<file path="config.mk">
export PLATFORM = sky130hd
export DESIGN_NAME = perf_event_monitor
export DESIGN_NICKNAME = d
export VERILOG_FILES = /design/src/rtl/perf_pkg.sv /design/src/rtl/perf_counter.sv /design/src/rtl/perf_event_monitor.sv
export SDC_FILE = /design/constraint.sdc
export NUM_CORES = 1
export LEC_CHECK = 0
export BUFFER_PORTS_ARGS = -buffer_cell sky130_fd_sc_hd__buf_2
export CAP_MARGIN = 10
export CORE_MARGIN = 2
export CORE_UTILIZATION = 60
export DETAILED_ROUTE_END_ITERATION = 8
export GPL_TIMING_DRIVEN = 1
export PLACE_DENSITY = 0.79
export SLEW_MARGIN = 20
export SYNTH_ARGS = -nofsm -noshare
export SYNTH_HDL_FRONTEND = slang
export SYNTH_SLANG_ARGS = --single-unit
</file>
<file path="constraint.sdc">
create_clock -name clk_i -period 4.6 [get_ports clk_i]
set_input_delay 0 -clock clk_i [delete_from_list [all_inputs] [get_ports clk_i]]
set_output_delay 0 -clock clk_i [all_outputs]
set_load 0.01 [all_outputs]
</file>
<file path="src/rtl/perf_pkg.sv">
// perf_pkg: shared types and address map for the performance monitor.
// Imported by perf_counter and perf_event_monitor.
package perf_pkg;

  typedef enum logic [1:0] {
    IDLE = 2'd0,
    RUN  = 2'd1,
    HALT = 2'd2
  } perf_state_e;

  localparam int PERF_ADDR_CYCLES   = 0;
  localparam int PERF_ADDR_EVT_BASE = 1;

endpackage

</file>
<file path="src/rtl/perf_counter.sv">
// perf_counter: one counter with sticky overflow flag.
// PERF_SATURATE_EN selects saturation at all-ones instead of wrap.
module perf_counter
  import perf_pkg::*;
#(
  parameter int CNT_W = 32
) (
  input  logic             clk_i,
  input  logic             rst_i,
  input  logic             clr_i,
  input  logic             inc_i,
  output logic [CNT_W-1:0] cnt_o,
  output logic             ovf_o
);

  logic [CNT_W-1:0] cnt_q;
  logic             ovf_q;

  // count up on inc; flag the first increment from all-ones
  always_ff @(posedge clk_i) begin
    if (rst_i || clr_i) begin
      cnt_q <= '0;
      ovf_q <= 1'b0;
    end else if (inc_i) begin
      if (&cnt_q) begin
`ifdef PERF_SATURATE_EN
        cnt_q <= cnt_q;
`else
        cnt_q <= '0;
`endif
        ovf_q <= 1'b1;
      end else begin
        cnt_q <= cnt_q + 1'b1;
      end
    end
  end

  assign cnt_o = cnt_q;
  assign ovf_o = ovf_q;

endmodule

</file>
<file path="src/rtl/perf_event_monitor.sv">
// perf_event_monitor: cycle + event counters, limit halt, snapshot bank.
// Define PERF_SATURATE_EN for saturating counters (default wraps).
module perf_event_monitor
  import perf_pkg::*;
#(
  parameter int NUM_EVENTS  = 4,
  parameter int CNT_W       = 32,
  parameter int CYCLE_LIMIT = 30,
  parameter int ADDR_W      = 4
) (
  input  logic                  clk_i,
  input  logic                  rst_i,
  input  logic                  start_i,
  input  logic [NUM_EVENTS-1:0] event_i,
  input  logic                  clear_i,
  input  logic                  snapshot_i,
  input  logic [ADDR_W-1:0]     rd_addr_i,
  output logic [CNT_W-1:0]      rd_data_o,
  output logic [CNT_W-1:0]      cycle_o,
  output logic                  running_o,
  output logic                  limit_hit_o,
  output logic [NUM_EVENTS:0]   overflow_o
);

  localparam int NC = NUM_EVENTS + 1;
  localparam bit LIM_EN = (CYCLE_LIMIT != 0);
  localparam logic [CNT_W-1:0] LIM_M1 =
    CNT_W'(CYCLE_LIMIT - 1);

  perf_state_e      state_q, state_d;
  logic             run;
  logic [NC-1:0]    inc;
  logic [CNT_W-1:0] live   [NC];
  logic [CNT_W-1:0] shadow [NC];
  logic [CNT_W-1:0] rd_next;

  // state register
  always_ff @(posedge clk_i) begin
    if (rst_i) state_q <= IDLE;
    else       state_q <= state_d;
  end

  // next state: clear wins, limit beats a falling start
  always_comb begin
    state_d = state_q;
    if (clear_i) begin
      state_d = IDLE;
    end else begin
      unique case (state_q)
        IDLE: if (start_i) state_d = RUN;
        RUN: begin
          if (LIM_EN && live[PERF_ADDR_CYCLES] == LIM_M1)
            state_d = HALT;
          else if (!start_i)
            state_d = IDLE;
        end
        HALT:    state_d = HALT;
        default: state_d = IDLE;
      endcase
    end
  end

  assign run = (state_q == RUN);
  assign inc[PERF_ADDR_CYCLES] = run;

  for (genvar k = 0; k < NUM_EVENTS; k++) begin : g_inc
    assign inc[PERF_ADDR_EVT_BASE+k] = run & event_i[k];
  end

  for (genvar i = 0; i < NC; i++) begin : g_cnt
    perf_counter #(.CNT_W(CNT_W)) u_cnt (
      .clk_i (clk_i),
      .rst_i (rst_i),
      .clr_i (clear_i),
      .inc_i (inc[i]),
      .cnt_o (live[i]),
      .ovf_o (overflow_o[i])
    );
  end

  // shadow bank: capture pre-increment live values; clear leaves it alone
  always_ff @(posedge clk_i) begin
    if (rst_i) begin
      for (int i = 0; i < NC; i++) shadow[i] <= '0;
    end else if (snapshot_i) begin
      for (int i = 0; i < NC; i++) shadow[i] <= live[i];
    end
  end

  // read mux: unmapped addresses return zero
  always_comb begin
    rd_next = '0;
    for (int i = 0; i < NC; i++)
      if (rd_addr_i == ADDR_W'(i)) rd_next = shadow[i];
  end

  // registered read port
  always_ff @(posedge clk_i) begin
    if (rst_i) rd_data_o <= '0;
    else       rd_data_o <= rd_next;
  end

  assign cycle_o     = live[PERF_ADDR_CYCLES];
  assign running_o   = run;
  assign limit_hit_o = (state_q == HALT);

endmodule

</file>
==> results of run 1 <==
## worst max-delay path, delay by kind of cell, from the launching register on
kind / cells / cell delay, ns
AOI/OAI and AO/OA: 1 / 0.66
and+or+nand+nor: 4 / 1.56
DFF: 1 / 0.42
buffers and inverters: 1 / 0.26
## synthesized netlist by cell type, types with 5 or more instances
library cell / count / area (um2)
xor2_1: 83 / 727
dfxtp_1: 199 / 3980
buf_2: 12 / 60.1
and4_1: 12 / 105
and3_1: 15 / 93.8
nand4_1: 58 / 363
buf_4: 5 / 37.5
or3_1: 15 / 93.8
o21ai_0: 13 / 65.1
nor4_1: 27 / 169
nor3_1: 17 / 85.1
a22oi_1: 32 / 240
mux4_2: 32 / 721
nor2_1: 204 / 766
xnor2_1: 52 / 455
edfxtp_1: 160 / 4800
nand2_1: 65 / 244
ha_1: 6 / 75.1
nand3_1: 58 / 290
inv_1: 25 / 93.8
and2_1: 162 / 1010
clkbuf_1: 49 / 184
a21oi_1: 19 / 95.1
or2_2: 7 / 43.8
or4_1: 8 / 60.1
nand4b_1: 6 / 52.6
## path summary, 6_finish.rpt
check,from,end,slack [ns],cells past startpoint
max,g_cnt[4].u_cnt.cnt_o[9]$_SDFFE_PP0P_,g_cnt[4].u_cnt.cnt_o[12]$_SDFFE_PP0P_,1.59,6
min,rst_i,rd_data_o[27]$_SDFF_PP0_,0.009,2
max reg2reg,g_cnt[4].u_cnt.cnt_o[9]$_SDFFE_PP0P_,g_cnt[4].u_cnt.cnt_o[12]$_SDFFE_PP0P_,1.59,6
min reg2reg,g_cnt[4].u_cnt.ovf_o$_SDFFE_PP0P_,g_cnt[4].u_cnt.ovf_o$_SDFFE_PP0P_,0.47,1
## repair_timing
item / in CTS / in global routing
hold buffers: 5 / 0
buffers inserted: 0 / 0
endpoints found under the hold margin: 11 / 0
resized for setup: 0 / 0
## cells in the final DEF (no fill, tap or decap), types with 4 or more instances in the layout
master         netlist  routed
dlygate4sd3_1        0       5
o21ai_0             13      13
a21oi_1             19      19
nand4_1             58      58
mux4_2              32      32
ha_1                 6       6
or2_2                7       6
and2_1             162     162
buf_2               12      83
or3_1               15      15
bufinv_16            0       4
a31o_2               4       4
clkbuf_1            49       5
inv_1               25      25
nor3_1              17      17
xor2_1              83      83
buf_4                5      12
nor4_1              27      26
clkbuf_16            0      39
xnor2_1             52      52
nand3_1             58      58
and4_1              12      12
a22oi_1             32      32
nand2_1             65      65
and3_1              15      15
clkinv_1             0       4
or4_1                8       8
clkbuf_8             0       8
nor4_2               4       5
dfxtp_1            199     199
nor2_1             204     203
edfxtp_1           160     160
nand4b_1             6       6
## through the flow
step | worst slack [ns] | total power [mW] | hold WS (ns)
5_1_grt | 1.41 | 6.93 | 0.0321
6_report | 1.59 | 6.76 | 0.00914
3_3_place_gp | 1.51 | 3.71 | 0.300
4_1_cts | 1.43 | 6.79 | 0.00233
2_1_floorplan | 1.90 | 3.63 | 0.160
3_5_place_dp | 1.44 | 3.72 | 0.297
## state kept, by name (all words and copies together), names as in the netlist
signal	flops
g_cnt.u_cnt.ovf_o	5
rd_data_o	32
g_cnt.u_cnt.cnt_o	160
state_q	2
shadow	160
## layout make-up
| type | instances | share of cell area (%) |
|---|---|---|
| Clock buffer | 52 | 6.36 |
| Clock inverter | 14 | 1.04 |
| Inverter | 25 | 0.540 |
| Multi-Input combinational cell | 933 | 35.6 |
| Sequential cell | 359 | 50.6 |
| Tap cell | 330 | 2.38 |
| Timing Repair Buffer | 103 | 3.49 |
## power by group through the flow
stage,combinational (mW),clock (mW),sequential [mW]
final,0.224,3.10,3.43
after global placement,0.215,0,3.49
after floorplan,0.141,0,3.49
after global routing,0.240,3.25,3.44
after detailed placement,0.218,0,3.50
after CTS,0.222,3.13,3.43
## kinds of logic after synthesis
| group | count (synthesis) | synth area share (%) |
|---|---|---|
| muxes | 34 | 4.82 |
| and+or+nand+nor | 675 | 23.3 |
| buffers and inverters | 98 | 2.76 |
| adders and majority gates | 6 | 0.489 |
| xor gates and xnor gates | 135 | 7.70 |
| DFF | 359 | 57.2 |
| AOI/OAI and AO/OA | 83 | 3.70 |
## per-layer routing
layer  GRT usage (%)  up-vias  share of wire (%)
li1                -     5032                  -
met4            8.97        4                2.9
met1            37.4     5228                 43
met2            44.8      366                 48
met5               0        -              0.064
met3            5.25       75                6.6
==> impl_metrics.py, run 1 <==
metrics = {
    "routing": {
        "vias": 10700,
        "wl_per_cell_um": 19.8,
        "wl_um": 36000,
        "detail-route-antenna-nets": 0,
        "drc": 0,
        "dr.pass1.iters": 5,
        "vias_per_cell": 5.89,
        "drt_first_iter_violations": 1163,
    },
    "sta": {
        "setup_violations": 0,
        "fin_worst_skew_ns": 0.0175,
        "fin_crit_sh_pct": 65.4,
        "fin_tns_setup_ns": 0,
        "fmax_mhz": 333,
        "tightest_slew_ns": 1.08,
        "period_needed_ns": 3.01,
        "drv_slew": 0,
        "slew_headroom_pct": 27.6,
        "hold_violations": 0,
        "rsz0062_at_grt": "false",
    },
    "finish": {
        "ff_latch_area_um2": 8790,
        "area_growth_pct": 13.1,
        "fill_cells": 1790,
        "multi_input_area_um2": 6180,
        "final_cells": 1816,
        "drive_gt1_share_pct": 14.5,
        "nets": 1477,
        "fin_area_um2": 17400,
        "num_antenna_cells": 0,
        "post-route-util_pct": 69.0,
    },
    "worst_hold_path": {
        "hold_path_class": "in -> reg",
    },
    "logic_synthesis": {
        "synth_cell_types": 48,
        "ys_seq_area_share_pct": 57.2,
        "ys.flop_type": "dfxtp_1",
        "async_reset_ff_share_pct": 0,
        "synthesis.instances": 1390,
        "ys_warn_count": 0,
        "synth_area_um2": 15400,
        "avgSynthCellArea_um2": 11.0,
        "synth_nets": 1409,
        "synth_seq_cells": 359,
        "synth_edf_count": 160,
    },
    "global_route": {
        "overflow": 0,
        "grt_usage_pct": 27.5,
        "grt_pass1_wl_um": 56700,
        "antenna_found_initial": 3,
        "grt_max_degree": 109,
        "grt_pass1_vias": 10200,
    },
    "floorplan": {
        "rows": 58,
        "fp.dieW_um": 164,
        "die_h_um": 164,
        "core_um2": 25200,
        "die-area_um2": 26900,
        "initial_core_util_pct": 61.0,
        "io_pins": 84,
    },
    "clock_network": {
        "clock_sinks": 359,
        "cts_tree": "done",
        "path_clk_slew_ns": 0.06,
        "cts_buffers": 36,
        "clock-root-buffer": "clkbuf_16",
        "clk_path_buf_depth": 3,
        "clock_latency_ns": 0.52,
        "htree_levels": 2,
    },
    "setup_path": {
        "required_ns": 5.01,
        "cp_max_fo": 17,
        "path_cells": "nand4_1, or4_1, or4_4, o31ai_4, buf_6, nor2_1",
        "worst_path_largest_cell_delay_ns": 0.79,
        "critical_path_arrival_ns": 3.42,
        "startpoint_type": "flop",
        "cp_slowest_cell": "or4_1",
        "endpoint_kind": "flop",
        "path_class": "reg -> reg",
    },
    "power": {
        "p_clk_share_pct": 45.9,
        "power_density_nw_per_um2": 389,
        "seqPwrFrac_pct": 50.8,
        "peakVddDrop_mv": 0.261,
        "p_sw_mw": 1.38,
        "sw_frac_of_total_pct": 20.4,
        "p_leak_nw": 6.27,
        "combPwrFrac_pct": 3.3,
        "p_int_mw": 5.38,
    },
    "run_status": {
        "outcome": "finished clean",
    },
    "placed_design": {
        "routabilityCongestion": 0.872,
        "dpl.hpwl_um": 24600,
        "post-place-cells": 1744,
        "port_buffers": 83,
        "placedInstanceArea_um2": 16000,
    },
    "run": {
        "cap_violations": 0,
    },
}
No activity file was read; power rests on OpenSTA's default activity.
==> run 2, diff against run 1 <==
--- a/config.mk
+++ b/config.mk
@@ -8,10 +8,10 @@
 export BUFFER_PORTS_ARGS = -buffer_cell sky130_fd_sc_hd__buf_2
 export CAP_MARGIN = 10
 export CORE_MARGIN = 2
-export CORE_UTILIZATION = 60
+export CORE_UTILIZATION = 55
 export DETAILED_ROUTE_END_ITERATION = 8
 export GPL_TIMING_DRIVEN = 1
-export PLACE_DENSITY = 0.79
+export PLACE_DENSITY = 0.76
 export SLEW_MARGIN = 20
 export SYNTH_ARGS = -nofsm -noshare
 export SYNTH_HDL_FRONTEND = slang
==> constraint.sdc (replaced) <==
create_clock -name clk_i -period 2.5 [get_ports clk_i]
set_input_delay 0 -clock clk_i [delete_from_list [all_inputs] [get_ports clk_i]]
set_output_delay 0 -clock clk_i [all_outputs]
set_load 0.01 [all_outputs]
==> run 2 against run 1 <==
Net effect:
- sequential cell count unchanged
- sequential share of layout area fell by 1.1 points
- utilization decreased by 4.8 points
- cell area increased by 2.1%
- critical endpoint is now g_cnt[4].u_cnt.cnt_o[24]$_SDFFE_PP0P_
- highest routed layer is now met4
==> impl_metrics.py, run 2 (synthesis gave the netlist of run 1 again) <==
metrics = {
    "setup_path": {
        "critical_path_arrival_ns": 2.75,
        "cp_max_fo": 11,
        "startpoint_type": "flop",
        "critPathBufInv": 1,
        "worst_path_largest_cell_delay_ns": 0.60,
        "crit_family": "simple AND/OR/NAND/NOR gates",
        "path_cells": "nand4_1, or4_4, or4_4, o31ai_4, buf_4, nor2_1",
        "endpoint_kind": "flop",
        "critical-path-top-cell-by-count": "or4_4",
        "path_class": "reg -> reg",
        "required_ns": 2.91,
        "cp_slowest_cell": "or4_4",
    },
    "sta": {
        "fmax_mhz": 427,
        "fin_crit_sh_pct": 93.7,
        "tightest_slew_ns": 0.886,
        "drv_slew": 0,
        "fin_worst_skew_ns": 0.0166,
        "slew_headroom_pct": 40.9,
        "setup_violations": 0,
        "rsz0062_at_grt": "false",
        "fin_ws_ns": 0.157,
        "finalHoldWorstSlack_ns": 0.0356,
        "hold_violations": 0,
        "period_needed_ns": 2.34,
        "fin_tns_setup_ns": 0,
    },
    "floorplan": {
        "die-area_um2": 29300,
        "rows": 61,
        "io_pins": 84,
        "fp.dieW_um": 171,
        "core_um2": 27600,
        "die_h_um": 171,
        "initial_core_util_pct": 55.6,
    },
    "routing": {
        "wl_um": 35200,
        "dr.pass1.iters": 6,
        "drt_first_iter_violations": 1017,
        "detail-route-antenna-nets": 0,
        "vias_per_cell": 5.68,
        "vias": 10800,
        "wl_per_cell_um": 18.5,
        "drc": 0,
    },
    "run": {
        "cap_violations": 0,
    },
    "global_route": {
        "grt_max_degree": 161,
        "grt_usage_pct": 24.7,
        "overflow": 0,
        "grt_pass1_vias": 10200,
        "antenna_found_initial": 0,
        "grt_pass1_wl_um": 55500,
    },
    "finish": {
        "final_cells": 1904,
        "area_growth_pct": 15.5,
        "drive_gt1_share_pct": 16.1,
        "post-route-util_pct": 64.2,
        "layout_common_cells": "nor2_1 (203), dfxtp_1 (199), and2_1 (162)",
        "fin_area_um2": 17700,
        "nets": 1516,
        "final_common_cell": "nor2_1",
        "num_antenna_cells": 0,
    },
    "placed_design": {
        "placedInstanceArea_um2": 16400,
        "routabilityCongestion": 0.861,
        "post-place-cells": 1826,
        "dpl.hpwl_um": 24500,
        "post-place-ws_ns": 0.0186,
        "port_buffers": 83,
    },
    "worst_hold_path": {
        "hold_path_class": "in -> reg",
    },
    "clock_network": {
        "clock_sinks": 359,
        "clock_latency_ns": 0.52,
        "clock-root-buffer": "clkbuf_16",
        "clk_path_buf_depth": 3,
        "cts_tree": "done",
        "htree_levels": 2,
        "path_clk_slew_ns": 0.06,
        "cts_buffers": 37,
    },
    "power": {
        "p_leak_nw": 6.46,
        "peakVddDrop_mv": 0.483,
        "p_total_mw": 12.3,
        "power_density_nw_per_um2": 692,
    },
    "run_status": {
        "outcome": "finished clean",
    },
}
==> run 2: worst reg2reg max path: stages, from the launching register on <==
cell     delay, ns
dfxtp_1       0.43
nand4_1       0.16
or4_4         0.60
or4_4         0.49
o31ai_4       0.27
buf_4         0.22
nor2_1        0.07
==> run 2: layer usage <==
metal | vias to the layer above | GRT usage, % | part of all wire, %
li1 | 5121 | - | -
met1 | 5257 | 34.0 | 43
met2 | 357 | 39.4 | 46
met3 | 72 | 4.83 | 7.7
met4 | 0 | 8.29 | 3.1
met5 | - | 0 | 0
==> run 2: report_power, final <==
| part | internal [mW] | switching [mW] | total, mW |
|---|---|---|---|
| sequential | 6.26 | 0.0508 | 6.31 |
| clock | 3.27 | 2.25 | 5.52 |
| combinational | 0.169 | 0.275 | 0.444 |
| total | 9.70 | 2.58 | 12.3 |
==> run 2: final timing paths <==
check,start,end,slack (ns),cells after the start
min,event_i[3],g_cnt[4].u_cnt.cnt_o[30]$_SDFFE_PP0P_,0.04,6
min reg2reg,g_cnt[2].u_cnt.ovf_o$_SDFFE_PP0P_,g_cnt[2].u_cnt.ovf_o$_SDFFE_PP0P_,0.48,1
max reg2reg,g_cnt[4].u_cnt.cnt_o[9]$_SDFFE_PP0P_,g_cnt[4].u_cnt.cnt_o[24]$_SDFFE_PP0P_,0.16,6
max,g_cnt[4].u_cnt.cnt_o[9]$_SDFFE_PP0P_,g_cnt[4].u_cnt.cnt_o[24]$_SDFFE_PP0P_,0.16,6
==> run 2: cell type report <==
cell class / count / area [um2]
Clock buffer: 57 / 1100
Tap cell: 378 / 473
Multi-Input combinational cell: 933 / 6170
Clock inverter: 11 / 120
Inverter: 25 / 93.8
Timing Repair Buffer: 141 / 992
Sequential cell: 359 / 8790
Fill cell: 2112 / 9890
==> run 2: what timing repair did <==
action | in CTS | in global routing
endpoints found under the setup margin | 0 | 30
buffers inserted | 0 | 0
hold buffers | 10 | 0
hold endpoints to repair | 22 | 0
resized for setup | 0 | 2
==> run 3, diff against run 2 <==
--- a/config.mk
+++ b/config.mk
@@ -8,10 +8,10 @@
 export BUFFER_PORTS_ARGS = -buffer_cell sky130_fd_sc_hd__buf_2
 export CAP_MARGIN = 10
 export CORE_MARGIN = 2
-export CORE_UTILIZATION = 55
+export CORE_UTILIZATION = 60
 export DETAILED_ROUTE_END_ITERATION = 8
 export GPL_TIMING_DRIVEN = 1
-export PLACE_DENSITY = 0.76
+export PLACE_DENSITY = 0.79
 export SLEW_MARGIN = 20
 export SYNTH_ARGS = -nofsm -noshare
 export SYNTH_HDL_FRONTEND = slang
==> constraint.sdc (replaced) <==
create_clock -name clk_i -period 2.9 [get_ports clk_i]
set_input_delay 0 -clock clk_i [delete_from_list [all_inputs] [get_ports clk_i]]
set_output_delay 0 -clock clk_i [all_outputs]
set_load 0.01 [all_outputs]
==> run 3 against run 2 <==
Net effect:
- global-route usage is 2.6 points higher
- critical path type unchanged
- critical path depth is the same
- first-iteration DRC count increased by 4.9%
- maximum frequency down 4.9%
- register-to-register slack better by 0.28 ns
- sequential share of layout area grew 0.67 points
- clock skew decreased by 0.00092 ns
- total power down 15%
- die area is 8.1% lower
==> impl_metrics.py, run 3 (synthesis gave the netlist of run 1 again) <==
metrics = {
    "global_route": {
        "grt_usage_pct": 27.3,
        "grt_pass1_vias": 10300,
        "grt_max_degree": 78,
        "grt_pass1_wl_um": 56400,
        "antenna_found_initial": 0,
        "overflow": 0,
    },
    "clock_network": {
        "cts_buffers": 37,
        "clock-root-buffer": "clkbuf_16",
        "clk_path_buf_depth": 3,
        "cts_setup_buffers": 0,
        "postCtsResizedCells": 0,
        "postCtsHoldBufs": 6,
        "path_clk_slew_ns": 0.06,
        "htree_levels": 2,
        "cts_tree": "done",
        "clock_latency_ns": 0.52,
        "clock_sinks": 359,
    },
    "finish": {
        "drive_gt1_share_pct": 15.5,
        "nets": 1506,
        "num_antenna_cells": 0,
        "final_cells": 1845,
        "ff_latch_area_um2": 8790,
        "fill_cells": 1743,
        "final_common_cell": "nor2_1",
        "post-route-util_pct": 69.5,
        "area_growth_pct": 14.0,
        "fin_area_um2": 17500,
        "layout_common_cells": "nor2_1 (203), dfxtp_1 (199), and2_1 (162)",
        "multi_input_area_um2": 6160,
    },
    "floorplan": {
        "rows": 58,
        "die-area_um2": 26900,
        "fp.dieW_um": 164,
        "initial_core_util_pct": 61.0,
        "die_h_um": 164,
        "io_pins": 84,
        "core_um2": 25200,
    },
    "placed_design": {
        "port_buffers": 83,
        "post-place-cells": 1772,
        "routabilityCongestion": 0.905,
        "placedInstanceArea_um2": 16300,
        "dpl.hpwl_um": 25100,
    },
    "routing": {
        "wl_per_cell_um": 19.5,
        "dr.pass1.iters": 6,
        "drt_first_iter_violations": 1067,
        "vias": 10800,
        "vias_per_cell": 5.86,
        "wl_um": 35900,
        "detail-route-antenna-nets": 0,
        "drc": 0,
    },
    "sta": {
        "slew_headroom_pct": 45.4,
        "period_needed_ns": 2.47,
        "fin_tns_setup_ns": 0,
        "tightest_slew_ns": 0.812,
        "rsz0062_at_grt": "false",
        "fin_crit_sh_pct": 85.0,
        "setup_violations": 0,
        "drv_slew": 0,
        "fmax_mhz": 406,
        "hold_violations": 0,
        "fin_worst_skew_ns": 0.0157,
    },
    "setup_path": {
        "cp_slowest_cell": "or4_1",
        "path_cells": "nand4_1, or4_1, or4_4, o31ai_4, buf_4, nor2_1",
        "endpoint_kind": "flop",
        "required_ns": 3.30,
        "crit_family": "simple AND/OR/NAND/NOR gates",
        "critical_path_arrival_ns": 2.86,
        "worst_path_largest_cell_delay_ns": 0.63,
        "startpoint_type": "flop",
        "critPathBufInv": 1,
        "path_class": "reg -> reg",
        "cp_max_fo": 30,
    },
    "power": {
        "peakVddDrop_mv": 0.414,
        "p_int_mw": 8.27,
        "combPwrFrac_pct": 3.5,
        "seqPwrFrac_pct": 52.0,
        "p_sw_mw": 2.19,
        "p_leak_nw": 6.38,
        "p_clk_share_pct": 44.4,
        "sw_frac_of_total_pct": 21.0,
        "power_density_nw_per_um2": 598,
    },
    "run": {
        "cap_violations": 0,
    },
    "run_status": {
        "outcome": "finished clean",
    },
    "worst_hold_path": {
        "hold_path_class": "in -> reg",
    },
}
[run 3: changes by cell type in the layout (fill, tap and decap cells not counted), moves of 2 or more]
cell,before,now
inv_6,3,1
clkbuf_1,12,14
clkinvlp_4,2,0
dlygate4sd3_1,10,6
buf_12,9,5
[run 3: final timing paths]
| kind | start | endpoint | slack (ns) | depth (start not counted) |
|---|---|---|---|---|
| max | g_cnt[4].u_cnt.cnt_o[9]$_SDFFE_PP0P_ | g_cnt[4].u_cnt.cnt_o[22]$_SDFFE_PP0P_ | 0.43 | 6 |
| min | event_i[3] | g_cnt[4].u_cnt.cnt_o[30]$_SDFFE_PP0P_ | 0.07 | 6 |
| max reg2reg | g_cnt[4].u_cnt.cnt_o[9]$_SDFFE_PP0P_ | g_cnt[4].u_cnt.cnt_o[22]$_SDFFE_PP0P_ | 0.43 | 6 |
| min reg2reg | g_cnt[2].u_cnt.ovf_o$_SDFFE_PP0P_ | g_cnt[2].u_cnt.ovf_o$_SDFFE_PP0P_ | 0.47 | 1 |
[run 3: worst min-delay path, stage by stage]
cell and delay (ns):
buf_2 0.15, nand4_1 0.10, nor3_1 0.06, nand2_1 0.08, o211ai_1 0.10, nand2_1 0.07
[run 3: final cells by class]
type | instances | share of cell area [%]
Sequential cell | 359 | 50.2
Multi-Input combinational cell | 933 | 35.2
Clock buffer | 59 | 6.41
Timing Repair Buffer | 131 | 4.88
Tap cell | 330 | 2.36
Inverter | 25 | 0.536
Clock inverter | 8 | 0.379
[run 3: power by group through the flow]
stage / sequential (mW) / clock, mW / combinational, mW
after floorplan: 5.54 / 0 / 0.224
after global placement: 5.55 / 0 / 0.357
after detailed placement: 5.55 / 0 / 0.362
after CTS: 5.45 / 4.69 / 0.369
after global routing: 5.45 / 4.88 / 0.396
final: 5.45 / 4.65 / 0.370
[run 3: routing by layer]
metal	routed length (um)	track usage [%]	vias up	share of wire [%]
met5	0	0	-	0
met4	1280	10.3	0	3.5
met3	2660	4.27	75	7.4
met2	17000	43.5	409	47
met1	15000	37.9	5247	42
li1	-	-	5083	-
[run 3: per-stage QoR]
step                      hold slack (ns)  total power, mW  worst slack [ns]
final                              0.0742             10.5             0.435
after global routing                0.104             10.7             0.255
after CTS                          0.0422             10.5             0.422
after detailed placement            0.302             5.91             0.428
after global placement              0.288             5.90             0.510
after floorplan                     0.160             5.76             0.202
